--- src/rtl/timer_arbiter_pkg.sv ---
// Shared types and defaults for the round-robin shared-counter scheduler.
package timer_arbiter_pkg;

  parameter int unsigned NumReqDefault   = 4;
  parameter int unsigned CntWidthDefault = 3;

  typedef logic [1:0] ta_state_e;

  localparam ta_state_e StIdle = 2'd0;
  localparam ta_state_e StLoad = 2'd1;
  localparam ta_state_e StRun  = 2'd2;
  localparam ta_state_e StDone = 2'd3;

endpackage

--- src/rtl/timer_arbiter_if.sv ---
// Requester-side bundle of the timer arbiter: requests and targets in, grant/done/status out.
interface timer_arbiter_if
  import timer_arbiter_pkg::*;
#(
  parameter int unsigned NumReq   = NumReqDefault,
  parameter int unsigned CntWidth = CntWidthDefault
);

  logic [NumReq-1:0]          req;
  logic [NumReq*CntWidth-1:0] req_count;
  logic                       tick;
  logic [NumReq-1:0]          grant;
  logic [NumReq-1:0]          done;
  logic                       busy;
  logic [CntWidth-1:0]        count;

  modport master (
    output req, req_count, tick,
    input  grant, done, busy, count
  );

  modport slave (
    input  req, req_count, tick,
    output grant, done, busy, count
  );

endinterface

--- src/rtl/timer_arbiter_rr_pick.sv ---
// Combinational round-robin picker: first set request at or after rr_ptr_i, wrapping.
module rr_pick #(
  parameter int unsigned  NumReq = 4,
  localparam int unsigned PtrW   = $clog2(NumReq)
) (
  input  logic [NumReq-1:0] req_i,
  input  logic [PtrW-1:0]   rr_ptr_i,
  output logic [NumReq-1:0] winner_o,
  output logic [PtrW-1:0]   winner_idx_o
);

  int unsigned pick_idx;
  logic        found;

  always_comb begin
    winner_o     = '0;
    winner_idx_o = '0;
    found        = 1'b0;
    pick_idx     = 0;
    for (int unsigned k = 0; k < NumReq; k++) begin
      pick_idx = (32'(rr_ptr_i) + k) % NumReq;
      if (!found && req_i[pick_idx]) begin
        found                  = 1'b1;
        winner_o[pick_idx]     = 1'b1;
        winner_idx_o           = PtrW'(pick_idx);
      end
    end
  end

endmodule

--- src/rtl/timer_arbiter.sv ---
// Shares one tick counter among NumReq requesters: round-robin grant, count to target, pulse done.
module timer_arbiter
  import timer_arbiter_pkg::*;
#(
  parameter int unsigned  NumReq   = NumReqDefault,
  parameter int unsigned  CntWidth = CntWidthDefault,
  localparam int unsigned PtrW     = $clog2(NumReq)
) (
  input  logic            clk_i,
  input  logic            clr_i,
  timer_arbiter_if.slave  bus
);

  ta_state_e           state_q, state_d;
  logic [NumReq-1:0]   grant_q, grant_d;
  logic [PtrW-1:0]     idx_q, idx_d;
  logic [PtrW-1:0]     rr_ptr_q, rr_ptr_d;
  logic [CntWidth-1:0] limit_q, limit_d;
  logic [CntWidth-1:0] count_q, count_d;

  logic [NumReq-1:0]   winner;
  logic [PtrW-1:0]     winner_idx;
  logic [CntWidth-1:0] target;
  logic [CntWidth-1:0] count_inc;

  rr_pick #(
    .NumReq (NumReq)
  ) u_rr_pick (
    .req_i        (bus.req),
    .rr_ptr_i     (rr_ptr_q),
    .winner_o     (winner),
    .winner_idx_o (winner_idx)
  );

  always_comb begin
    target = '0;
    for (int unsigned i = 0; i < NumReq; i++) begin
      if (idx_q == PtrW'(i)) target = bus.req_count[i*CntWidth +: CntWidth];
    end
  end

  assign count_inc = count_q + CntWidth'(1);

  always_comb begin
    state_d  = state_q;
    grant_d  = grant_q;
    idx_d    = idx_q;
    rr_ptr_d = rr_ptr_q;
    limit_d  = limit_q;
    count_d  = count_q;
    case (state_q)
      StIdle: begin
        if (|bus.req) begin
          grant_d = winner;
          idx_d   = winner_idx;
          state_d = StLoad;
        end
      end
      StLoad: begin
        limit_d = target;
        count_d = '0;
        state_d = (target == '0) ? StDone : StRun;
      end
      StRun: begin
        // A dropped request wins over a same-cycle tick and leaves rr_ptr alone.
        if (!bus.req[idx_q]) begin
          grant_d = '0;
          state_d = StIdle;
        end else if (bus.tick) begin
          count_d = count_inc;
          if (count_inc == limit_q) state_d = StDone;
        end
      end
      StDone: begin
        rr_ptr_d = (idx_q == PtrW'(NumReq - 1)) ? '0 : idx_q + PtrW'(1);
        grant_d  = '0;
        state_d  = StIdle;
      end
      default: begin
        grant_d = '0;
        state_d = StIdle;
      end
    endcase
  end

  always_ff @(posedge clk_i) begin
    if (clr_i) begin
      state_q  <= StIdle;
      grant_q  <= '0;
      idx_q    <= '0;
      rr_ptr_q <= '0;
      limit_q  <= '0;
      count_q  <= '0;
    end else begin
      state_q  <= state_d;
      grant_q  <= grant_d;
      idx_q    <= idx_d;
      rr_ptr_q <= rr_ptr_d;
      limit_q  <= limit_d;
      count_q  <= count_d;
    end
  end

  assign bus.grant = grant_q;
  assign bus.done  = (state_q == StDone) ? grant_q : '0;
  assign bus.busy  = (state_q != StIdle);
  assign bus.count = count_q;

endmodule
--- src/flat_wrapper.sv ---
// flat-port wrapper written by rule: the top's interface ports become plain ports
module timer_arbiter_flat import timer_arbiter_pkg::*;
#(
  parameter int unsigned  NumReq   = NumReqDefault,
  parameter int unsigned  CntWidth = CntWidthDefault,
  localparam int unsigned PtrW     = $clog2(NumReq)
)
  (clk_i, clr_i, bus_req, bus_req_count, bus_tick, bus_grant, bus_done, bus_busy, bus_count);
  timer_arbiter_if #(.NumReq(NumReq), .CntWidth(CntWidth)) bus_i ();
  input  logic clk_i;
  input  logic clr_i;
  input wire logic [$bits(bus_i.req)-1:0] bus_req;
  input wire logic [$bits(bus_i.req_count)-1:0] bus_req_count;
  input wire logic [$bits(bus_i.tick)-1:0] bus_tick;
  output wire logic [$bits(bus_i.grant)-1:0] bus_grant;
  output wire logic [$bits(bus_i.done)-1:0] bus_done;
  output wire logic [$bits(bus_i.busy)-1:0] bus_busy;
  output wire logic [$bits(bus_i.count)-1:0] bus_count;
  assign bus_i.req = bus_req;
  assign bus_i.req_count = bus_req_count;
  assign bus_i.tick = bus_tick;
  assign bus_grant = bus_i.grant;
  assign bus_done = bus_i.done;
  assign bus_busy = bus_i.busy;
  assign bus_count = bus_i.count;
  timer_arbiter #(.NumReq(NumReq), .CntWidth(CntWidth)) u_core (.clk_i(clk_i), .clr_i(clr_i), .bus(bus_i));
endmodule
--- config.mk ---
export PLATFORM = sky130hd
export DESIGN_NAME = timer_arbiter_flat
export DESIGN_NICKNAME = d
export VERILOG_FILES = /design/src/rtl/timer_arbiter_pkg.sv /design/src/rtl/timer_arbiter_if.sv /design/src/rtl/timer_arbiter_rr_pick.sv /design/src/rtl/timer_arbiter.sv /design/src/flat_wrapper.sv
export SDC_FILE = /design/constraint.sdc
export NUM_CORES = 1
export LEC_CHECK = 0
export CORE_UTILIZATION = 48
export DETAILED_ROUTE_END_ITERATION = 16
export GPL_TIMING_DRIVEN = 0
export PLACE_DENSITY = 0.78
export SKIP_LAST_GASP = 1
export SLEW_MARGIN = 40
export SYNTH_ARGS = -nofsm -noshare
export SYNTH_HDL_FRONTEND = slang
export SYNTH_SLANG_ARGS = --single-unit
--- constraint.sdc ---
create_clock -name clk_i -period 2.7 [get_ports clk_i]
set_input_delay 0.54 -clock clk_i [delete_from_list [all_inputs] [get_ports clk_i]]
set_output_delay 0.54 -clock clk_i [all_outputs]
set_load 0.005 [all_outputs]
# After elaboration in Yosys (flattened, before gate mapping)
# Cells that the tools add are included.
[classes] add_sub_neg=5 magnitude_cmp=9 n_eq_ne=13 mux=47 bitwise_logic=3 n_reduce_logical=21
[ops] op="4-bit two-way mux" count=7
[ops] op="2-bit two-way mux" count=9
[ops] op="3-bit two-way mux" count=6
[ops] op="2-bit by 3-bit less-than comparator with 1-bit output (second input constant)" count=5
[ops] op="1-bit two-way mux" count=13
[ops] op="4-bit bitwise OR" count=3
[ops] op="4-bit one-hot mux with 3 select lines" count=1
[ops] op="1-bit binary-select mux with 2-bit select" count=5
[ops] op="3-bit AND reduction" count=3
[ops] op="1-bit demux with 2-bit select" count=4
[ops] op="2-bit == test (second input constant)" count=4
[ops] op="2-bit by 1-bit greater-or-equal comparator with 1-bit output (second input constant)" count=4
[ops] op="2-bit one-hot mux with 4 select lines" count=1
[ops] op="1-bit logical AND" count=7
[ops] op="3-bit inequality test (second input constant)" count=2
[ops] op="3-bit one-hot mux with 2 select lines" count=1
[ops] op="2-bit by 1-bit adder with 2-bit output (second input constant)" count=2
[ops] op="2-bit adder (second input constant)" count=2
[ops] op="2-bit by 1-bit == test with 1-bit output (second input constant)" count=2
[ops] op="2-bit zero test" count=2
[ops] op="2-bit by 1-bit inequality test with 1-bit output (second input constant)" count=2
[ops] op="2-bit inequality test (second input constant)" count=2
[ops] op="2-bit nonzero test" count=2
[ops] op="4-bit OR reduction" count=1
[ops] op="6 further kinds" count=8
[totals] ff_bits=16 input_bits=19 out_inout_bits=12 elab_cells=104

# Logic depth before layout (Yosys ltp)
# Gate-level depths: netlist of the first run.
[depth] ltp_word=14 mapped_depth=8 mapped_depth_nobuf=7

# Modules after synthesis
# A second synthesis of the first run with hierarchy kept.
[hier_totals] hier_cells=165 area_unflattened_um2=1446.4
[by_module_without_submodules] module="timer_arbiter" n_inst=1 cells_each=119 area_per_inst_um2=1027.2 seq_area_each_um2=320.3
[by_module_without_submodules] module="rr_pick" n_inst=1 cells_each=46 area_per_inst_um2=419.2 seq_area_each_um2=0.0

# Worst setup path after synthesis of the first run
# No wires, ideal clock.
[synth_path] path_kind="register -> register" startpoint="reg u_core.rr_ptr_q[0]" endpoint="reg u_core.grant_q[0] (netlist: u_core.bus.grant[0])" setup_ps=122 arrival_ps=2204 t_required_ps=2578 path_slack_ps=374 stages_incl_launch_ff=8 n_path_buf=1 period_less_slack_ps=2326 cell_sequence="dfxtp_1 > buf_6 > inv_1 > ha_1 > mux4_1 > and2b_2 > nor4b_4 > a221o_1"
[synth_via] elab_chain_len=14 word_cells_on_any_way=49 classes_between="3 x add/sub; 8 x order compare; 25 x mux; 3 x bitwise; 10 x reduce/logical"
[synth_lines] element="start: declaration" line="timer_arbiter.sv:17" text="logic [PtrW-1:0] rr_ptr_q, rr_ptr_d;"
[synth_lines] element="start signal: assignment" line="timer_arbiter.sv:98" text="rr_ptr_q <= rr_ptr_d;"
[synth_lines] element="branches (longest 11 deep; another with 2-bit by 3-bit less-than comparator with 1-bit output)"
[synth_lines] element="4-bit two-way mux *" line="timer_arbiter_rr_pick.sv:22" text="if (!found && req_i[pick_idx]) begin"
[synth_lines] element="4-bit two-way mux *" line="timer_arbiter.sv:53" text="if (|bus.req) begin"
[synth_lines] element="4-bit one-hot mux with 3 select lines *" line="timer_arbiter.sv:51" text="case (state_q)"
[synth_lines] element="end signal: assignment" line="timer_arbiter.sv:96" text="grant_q <= grant_d;"
[synth_lines] element="end: declaration" line="timer_arbiter.sv:15" text="logic [NumReq-1:0] grant_q, grant_d;"
# Every way passes the cells marked *. The select of a mux whose other input is x is not followed.
# A chain may end at the register's enable or synchronous reset.

# Worst setup path after layout of the first run
[layout_path] startpoint="reg u_core.rr_ptr_q[0]" endpoint="reg u_core.grant_q[3] (netlist: u_core.bus.grant[3])"
# The elaborated chain is that of the path after synthesis.

==> impl.org, run 1 <==
** Critical path
- Cell type group with the largest total delay on the critical path :: multiplexers
- Traced cell by cell, the critical path runs through buf_6 -> inv_1 -> ha_1 -> mux4_1 -> and2b_2 -> nor4b_4 -> a221o_1.
- Crit Path Class :: flip-flop to flip-flop
- Start point of the critical path :: u_core.rr_ptr_q[0]$_SDFFE_PP0N_
- Slowest CP cell :: sky130_fd_sc_hd__mux4_1
- STA puts the critical path data required time at 2.88 ns.
- Reg2Reg Launch Point :: u_core.rr_ptr_q[0]$_SDFFE_PP0N_
- Largest incremental delay on the critical path :: 0.58 ns
- The worst setup path is captured at a flip-flop.
- The number of buffers and inverters on the critical path is 2.
- The worst setup path is launched from a flip-flop.
- Top fanout value on the critical path :: 10
- STA puts the critical path data arrival time at 2.75 ns.

** Yosys
- Of the post-synthesis cell area, the dominant cell type holds 0.241.
- Top area cells in the synthesized netlist :: sky130_fd_sc_hd__dfxtp_1 (24%), sky130_fd_sc_hd__ha_1 (11%), sky130_fd_sc_hd__mux4_2 (5.1%)
- Synthesis handed over a netlist of 150 instances.
- After synthesis, the netlist uses 45 different library cells.
- For this run, the register share of the synthesized area comes to 0.241.
- Top cells by instance count after synthesis :: sky130_fd_sc_hd__dfxtp_1 (16), sky130_fd_sc_hd__inv_1 (13), sky130_fd_sc_hd__a21oi_1 (12), sky130_fd_sc_hd__ha_1 (12), sky130_fd_sc_hd__nor2_1 (9)
- Counting flops and latches in the post-synthesis netlist gives 16.
- In the post-synthesis netlist, the cell with the most instances is sky130_fd_sc_hd__dfxtp_1.
- Number of warnings printed during yosys synthesis :: 0
- In the synthesized netlist the dominant register cell turns out to be sky130_fd_sc_hd__dfxtp_1.
- Post-synthesis instance area :: between 1000 and 1500 um^2
- In this run, synthesis inferred 0 flip-flops with an integrated enable.
- Fraction of registers with async set or reset after synthesis :: 0
- Synthesis produced a netlist with a net count of about 180.
- Largest area contributor in the synthesized netlist :: sky130_fd_sc_hd__dfxtp_1
- A synthesized cell averages between 8 and 9 um^2.

** Power
- In this run the power density over the cells is around 460 nW/um^2.
- Of the total power, registers draw 0.379.
- For this design the total switching power over the nets is between 0.2 and 0.3 mW.
- Peak ir drop on the vdd network :: a little over 0.3 mV
- The share of total power dissipated in combinational logic is 0.417.
- Int Power :: approximately 0.5 mW
- The design draws ~0.8 mW.
- Leakage power :: ~0.66 nW
- Sw Share :: 0.349
- Share of power burned in the clock network :: 0.204

** Clocking
- Number of CTS-inserted buffers :: 3
- Reg clk slew, reported paths :: around 0.10 ns
- CTS tree :: done
- Once the clock tree was built, the setup fixing pass inserted 0 buffers.
- Clock network latency to the later pin of the worst-skew pair :: 0.28 ns
- The clock passes through at most 2 buffers.
- CTS Root Buffer Type :: sky130_fd_sc_hd__clkbuf_4
- TritonCTS sink count :: 16
- In this run the number of H-tree levels came out at 1.

** Worst hold path
- Hold crit path type :: flip-flop to flip-flop
- Hold Path Origin :: u_core.bus.grant[1]$_SDFFE_PP0P_

** Floorplan
- The core region is about 2500 um^2.
- Die area :: approximately 3000 um^2
- The die is around 55 um tall.
- The initial utilization of the core area, before any placement, comes to 0.523.
- Total number of placement rows :: 18
- From left edge to right edge, the die measures between 50 and 60 um.
- During I/O placement, the number of pins put on the boundary was 31.

** Flow run
- Reported max-cap violation count :: 0

** Placed design
- Placer Congestion :: between 0.8 and 0.9
- Input/output buffers :: 30
- Cell total after placement :: 210
- Placed standard-cell area :: 1670 um^2
- Final HPWL DP :: around 2500 um

** GRT
- Global-route wire length before repair :: 5080 um
- The number of global-route vias before repair is about 1,200.
- Global router's overall resource usage :: 0.232
- Initial antenna violation count :: 0
- Entering global routing, the biggest net connects 11 pins.
- GR Overflow Total :: 0

** STA
- Tightest Pin Transition :: between 0.6 and 0.7 ns
- After routing, the total negative slack on setup checks comes to 0 ns.
- Max Freq :: between 300 and 400 MHz
- Final period demand of the worst path :: about 2.6 ns
- Final number of max-transition violations :: 0
- Of the available clock period, the critical path in the final layout requires 0.951.
- Number of hold violations in the final report :: 0
- Final Skew :: approximately 0.0023 ns
- RSZ-0062 raised after global routing :: no
- Setup violations remaining at the end of the flow were counted as 0.
- Max transition margin :: 0.585

** Drt
- After detailed routing, the number of remaining DRC violations is 0.
- After detailed routing, the number of vias per cell comes to 6.00.
- Vias after detailed routing :: around 1,300
- The final layout contains routed wiring with a total length of between 3000 and 4000 um.
- First-pass DRT Iterations :: 4
- The detail route stage leaves a number of antenna-violating nets equal to 0.
- The detailed router finished its first iteration with 24 violations.
- Dividing the detail-routed wire length by the instance count gives approximately 15 um.

** Status
- The run finished with clean final reports.

** Finish
- Relative to the synthesized area, the layout overhead comes to 28.2%.
- Antenna fix cells :: 0
- After the last flow step, the layout net total stands at 216.
- For this run, the share of the core covered by cells in the final layout is 0.671.
- Share of layout cells above drive strength 1 :: 0.103
- Summed area of non-filler cells in the final layout :: roughly 1700 um^2
- Count of placed standard cells in the final layout, fillers left out :: around 210
[metal layers]
layer | track usage | share of wire | vias up
li1 | - | - | 638
met1 | 0.258 | 0.43 | 607
met2 | 0.458 | 0.53 | 36
met3 | 0.0194 | 0.029 | 4
met4 | 0.0598 | 0.0066 | 0
met5 | 0 | 0 | -
[path summary, 6_finish.rpt]
kind / cells past startpoint / endpoint / slack [ns]
hold / removal: 1 / u_core.bus.grant[1]$_SDFFE_PP0P_ / 0.52
setup / recovery: 7 / u_core.bus.grant[3]$_SDFFE_PP0P_ / 0.13
hold reg to reg: 1 / u_core.bus.grant[1]$_SDFFE_PP0P_ / 0.52
setup reg to reg: 7 / u_core.bus.grant[3]$_SDFFE_PP0P_ / 0.13
[area by class of cell]
type | count | area (um^2)
fill | 212 | 838
timing repair buffer | 30 | 300
clock buffer | 4 | 36.3
inverter | 13 | 48.8
tap | 30 | 37.5
buffer | 6 | 35.0
sequential | 16 | 322
multi-input combinational | 115 | 927
[cell families after synthesis]
group | Yosys count | synth area share
flip-flops | 16 | 0.241
multiplexers | 8 | 0.114
XOR/XNOR | 4 | 0.0263
buffers and inverters | 19 | 0.0630
AND/OR/NAND/NOR | 44 | 0.196
adder cells (fa/ha/maj) | 12 | 0.113
AO/OA/AOI/OAI | 47 | 0.247
[flip-flops by register name, summed over array words and instances (netlist names)]
| name | flops |
|---|---|
| u_core.limit_q | 3 |
| u_core.rr_ptr_q | 2 |
| u_core.bus.count | 3 |
| u_core.bus.grant | 4 |
| u_core.state_q | 2 |
| u_core.idx_q | 2 |
[metrics by stage]
| stage | setup slack [ns] | hold WS [ns] |
|---|---|---|
| floorplan | 0.374 | 0.480 |
| global placement | 0.128 | 0.501 |
| detailed placement | 0.108 | 0.506 |
| CTS | 0.135 | 0.527 |
| global route | 0.0206 | 0.550 |
| finish | 0.133 | 0.521 |
[cells in the final DEF (no fill, tap or decap), types with 2 or more instances in the layout]
master / instances
sky130_fd_sc_hd__a211oi_1: 3
sky130_fd_sc_hd__o21ai_0: 8
sky130_fd_sc_hd__inv_1: 13
sky130_fd_sc_hd__mux2i_1: 2
sky130_fd_sc_hd__nand2_1: 7
sky130_fd_sc_hd__dfxtp_1: 15
sky130_fd_sc_hd__a221oi_1: 5
sky130_fd_sc_hd__a22oi_1: 2
sky130_fd_sc_hd__a211o_1: 2
sky130_fd_sc_hd__o32ai_1: 2
sky130_fd_sc_hd__nor3_1: 7
sky130_fd_sc_hd__and2b_2: 4
sky130_fd_sc_hd__clkbuf_4: 4
sky130_fd_sc_hd__a21oi_1: 12
sky130_fd_sc_hd__nor2b_1: 2
sky130_fd_sc_hd__xnor2_1: 2
sky130_fd_sc_hd__clkdlybuf4s50_1: 30
sky130_fd_sc_hd__mux4_1: 2
sky130_fd_sc_hd__clkbuf_1: 3
sky130_fd_sc_hd__and3_1: 4
sky130_fd_sc_hd__nand3_1: 2
sky130_fd_sc_hd__nor2_1: 9
sky130_fd_sc_hd__ha_1: 12
sky130_fd_sc_hd__mux4_2: 3
sky130_fd_sc_hd__nand2b_1: 2
sky130_fd_sc_hd__a221o_1: 4
sky130_fd_sc_hd__xor2_1: 2
[repair_timing]
| action | in CTS | in global routing |
|---|---|---|
| endpoints found under the setup margin | 0 | 3 |
| hold buffers | 0 | 0 |
| gates resized for setup | 0 | 1 |
[worst register-to-register path: cells and delay by family (launching register included)]
kind / cells / cell delay, ns
adders and majority gates: 1 / 0.41
AOI/OAI and AO/OA: 1 / 0.34
DFF: 1 / 0.48
muxes: 1 / 0.58
and+or+nand+nor: 2 / 0.36
buffers and inverters: 2 / 0.29
[power groups by stage]
| stage | Sequential [mW] | Clock [mW] | Combinational (mW) |
|---|---|---|---|
| final | 0.299 | 0.161 | 0.329 |
| after global routing | 0.303 | 0.174 | 0.366 |
| after CTS | 0.299 | 0.163 | 0.329 |
| after detailed placement | 0.304 | 0 | 0.328 |
| after global placement | 0.302 | 0 | 0.317 |
| after floorplan | 0.296 | 0 | 0.220 |
Note: power is estimated with default switching activity, not from simulation.
==> run 2, diff against run 1 <==
--- a/config.mk
+++ b/config.mk
@@ -5,10 +5,10 @@
 export SDC_FILE = /design/constraint.sdc
 export NUM_CORES = 1
 export LEC_CHECK = 0
-export CORE_UTILIZATION = 48
+export CORE_UTILIZATION = 35
 export DETAILED_ROUTE_END_ITERATION = 16
 export GPL_TIMING_DRIVEN = 0
-export PLACE_DENSITY = 0.78
+export PLACE_DENSITY = 0.6
 export SKIP_LAST_GASP = 1
 export SLEW_MARGIN = 40
 export SYNTH_ARGS = -nofsm -noshare
==> constraint.sdc (replaced) <==
create_clock -name clk_i -period 2.75 [get_ports clk_i]
set_input_delay 0.55 -clock clk_i [delete_from_list [all_inputs] [get_ports clk_i]]
set_output_delay 0.55 -clock clk_i [all_outputs]
set_load 0.005 [all_outputs]
==> run 2 against run 1 <==
Register-to-register slack improved by 0.06 ns. Highest routed layer unchanged. Global-route usage decreased by 5.8 points. Maximum frequency increased by 0.33%. Final cell count increased by 8.4%. Clock-buffer cell count unchanged. Via count increased by 0.54%.
==> impl.org, run 2 (same netlist as run 1, synthesis figures left out) <==
** Status
- The flow ran to the end, and the final reports show no timing, DRC or antenna violations.

** Drt
- WL per Instance :: approximately 14 um
- Once detail routing completed, the nets flagged for antenna violations numbered 0.
- For this run, the detailed router's first-pass iteration total came to 4.
- Using the TritonRoute via totals, the vias-per-cell ratio works out to between 5 and 6.
- Detailed routing inserted a total of approximately 1,300 vias.
- Number of design-rule violations left by the first detailed-router iteration :: 50
- Remaining design rule violation count :: 0
- After detailed routing, the total wire length is approximately 3200 um.

** Power
- Dividing total power by cell area gives a power density of between 400 and 500 nW/um^2.
- Share of power burned in the clock network :: 0.255
- Sequential fraction of design power :: 0.354
- IR analysis of the VDD net gives a maximum drop of about 0.15 mV.
- Relative contribution of combinational cells to total power :: 0.390
- Sw power :: between 0.2 and 0.3 mW
- Leakage power :: between 0.6 and 0.7 nW
- Total power of the final layout :: around 0.82 mW
- Int Power :: ~0.55 mW
- Sw Share :: 0.332

** Clocking
- Depth of the CTS H-tree :: 1
- Clock-pin slew was measured on the worst setup and hold paths at approximately 0.07 ns.
- After clock tree synthesis, the setup repair step added 0 buffers.
- Maximum number of buffers from clock root to sink :: 2
- Clock network latency to the later pin of the worst-skew pair :: roughly 0.25 ns
- In this run, post-CTS hold repair placed 0 buffers.
- Buffers inserted during clock tree synthesis total 3.
- In this run, post-CTS repair resized a total of 0 instances.
- TritonCTS built the clock tree.
- CTS Root Buffer Type :: sky130_fd_sc_hd__clkbuf_8
- The clock net in this run drives a total of 16 sinks.

** Floorplan
- In this run the horizontal extent of the chip is roughly 64 um.
- The total area inside the core boundary comes to about 3700 um^2.
- Die Y-Extent :: approximately 64 um
- Ports :: 31
- Effective utilization at floorplan :: 0.364
- After floorplanning, the core was divided into 22 placement rows.
- Die area :: just over 4000 um^2

** Critical path
- The worst setup path is captured at a flip-flop.
- In this run the critical register-to-register path is launched from u_core.rr_ptr_q[1]$_SDFFE_PP0N_.
- R2r worst-path depth :: 6
- R2r setup slk :: 0.19 ns
- STA classifies the critical path startpoint as a flip-flop.
- STA puts the critical path data arrival time at 2.69 ns.
- Top fanout value on the critical path :: 10
- The critical path is of the flip-flop to flip-flop type.
- Worst EP required :: 2.88 ns
- FF-to-FF End :: u_core.bus.grant[0]$_SDFFE_PP0P_

** Finish
- The register with the most flip-flops in the layout has 4 of them.
- The net count of the finished layout is 216.
- Antenna fix cells :: 0
- Final core utilization :: 0.477
- Of the cells placed in the final design, the portion with a size suffix greater than 1 is 0.0978.
- The library cell used most frequently in the layout, excluding fill and tap cells, is sky130_fd_sc_hd__clkdlybuf4s50_1.
- Relative to the synthesized area, the layout overhead comes to 31.2%.
- Most used cells in the layout excluding fill and tap cells :: sky130_fd_sc_hd__clkdlybuf4s50_1 (30), sky130_fd_sc_hd__dfxtp_1 (16), sky130_fd_sc_hd__inv_1 (13)
- Once layout is done, the placed cells without fillers occupy about 1700 um^2.
- Fill cell count :: about 360

** GRT
- Entering global routing, the biggest net connects 11 pins.
- Vias in the first global route :: around 1,300
- Global router's overall resource usage :: 0.174
- Initial antenna violation count :: 0
- Summed over all layers, the global routing overflow is 0.
- Global-route wire length before repair :: ~5700 um

** STA
- The number of hold violations in the final report is 0.
- The clock arrives with 0.00590 ns of skew.
- Tightest Pin Transition :: 0.632 ns
- Share of the clock period used by the worst path after layout :: 0.930
- In the final timing run, aggregate negative setup slack is 0 ns.
- Final number of max-transition violations :: 0
- The clock period could shrink to about 2.6 ns.
- Setup repair after global routing left no endpoint under its margin.
- Setup-failing EPs final :: 0
- Headroom to the max-slew limit came out at 0.575.
- After layout, the worst setup slack is 0.191 ns.
- Timing would allow up to between 300 and 400 MHz.

** Placed design
- Placer Congestion :: ~0.80
- Detailed placement finished with a half-perimeter wire length of 2640 um.
- Setup Slack @ Placement :: 0.138 ns
- Placed standard-cell area :: ~1700 um^2
- Input/output buffers :: 30

** Worst hold path
- Hold crit path type :: flip-flop to flip-flop
- In this run the most critical hold path is launched from u_core.limit_q[2]$_SDFFE_PP0P_.
- Worst Hold End :: u_core.limit_q[2]$_SDFFE_PP0P_
- Count of cells along the worst hold path :: 2

** Flow run
- Reported max-cap violation count :: 0
## run 2: how the worst max path moves through the flow
stage | slack [ns] | endpoint | startpoint | cells past startpoint
2_1_floorplan | 0.42 | u_core.bus.grant[0]$_SDFFE_PP0P_ | u_core.rr_ptr_q[0]$_SDFFE_PP0N_ | 7
3_3_place_gp | 0.15 | u_core.bus.grant[1]$_SDFFE_PP0P_ | bus_req[2] | 6
3_5_place_dp | 0.14 | u_core.bus.grant[0]$_SDFFE_PP0P_ | bus_req[2] | 6
4_1_cts | 0.18 | u_core.bus.grant[1]$_SDFFE_PP0P_ | u_core.rr_ptr_q[0]$_SDFFE_PP0N_ | 7
5_1_grt | 0.05 | u_core.bus.grant[0]$_SDFFE_PP0P_ | u_core.rr_ptr_q[1]$_SDFFE_PP0N_ | 6
6_report | 0.19 | u_core.bus.grant[0]$_SDFFE_PP0P_ | u_core.rr_ptr_q[1]$_SDFFE_PP0N_ | 6
## run 2: worst max-delay path, cell delays in order, from the launching register on
cell and delay (ns):
sky130_fd_sc_hd__dfxtp_1 0.55, sky130_fd_sc_hd__inv_1 0.18, sky130_fd_sc_hd__ha_1 0.43, sky130_fd_sc_hd__mux4_1 0.57
sky130_fd_sc_hd__and2b_2 0.22, sky130_fd_sc_hd__nor4b_4 0.14, sky130_fd_sc_hd__a221o_1 0.34
## run 2: layout make-up
cell class,count,area [um^2],share of cell area
Timing Repair Buffer,30,300,0.172
Clock buffer,4,55.1,0.0315
Buffer,6,35.0,0.0201
Inverter,13,48.8,0.0279
Tap cell,48,60.1,0.0344
Multi-Input combinational cell,115,927,0.531
Sequential cell,16,320,0.183
## run 2: power by group through the flow
stage / combinational [mW] / sequential, mW / clock (mW)
floorplan: 0.216 / 0.291 / 0
global placement: 0.317 / 0.297 / 0
detailed placement: 0.324 / 0.298 / 0
CTS: 0.324 / 0.293 / 0.213
global route: 0.360 / 0.297 / 0.230
finish: 0.322 / 0.292 / 0.210
## run 2: through the flow
stage	cells	hold WS, ns
detailed placement	228	0.501
global placement	228	0.506
finish	232	0.513
floorplan	150	0.480
CTS	232	0.515
global route	232	0.532
## run 2: routing by layer
metal,vias to the layer above,part of all wire,track usage
met5,-,0,0
met2,24,0.51,0.322
met3,4,0.035,0.0199
met1,627,0.45,0.198
met4,0,0.012,0.0739
li1,637,-,-
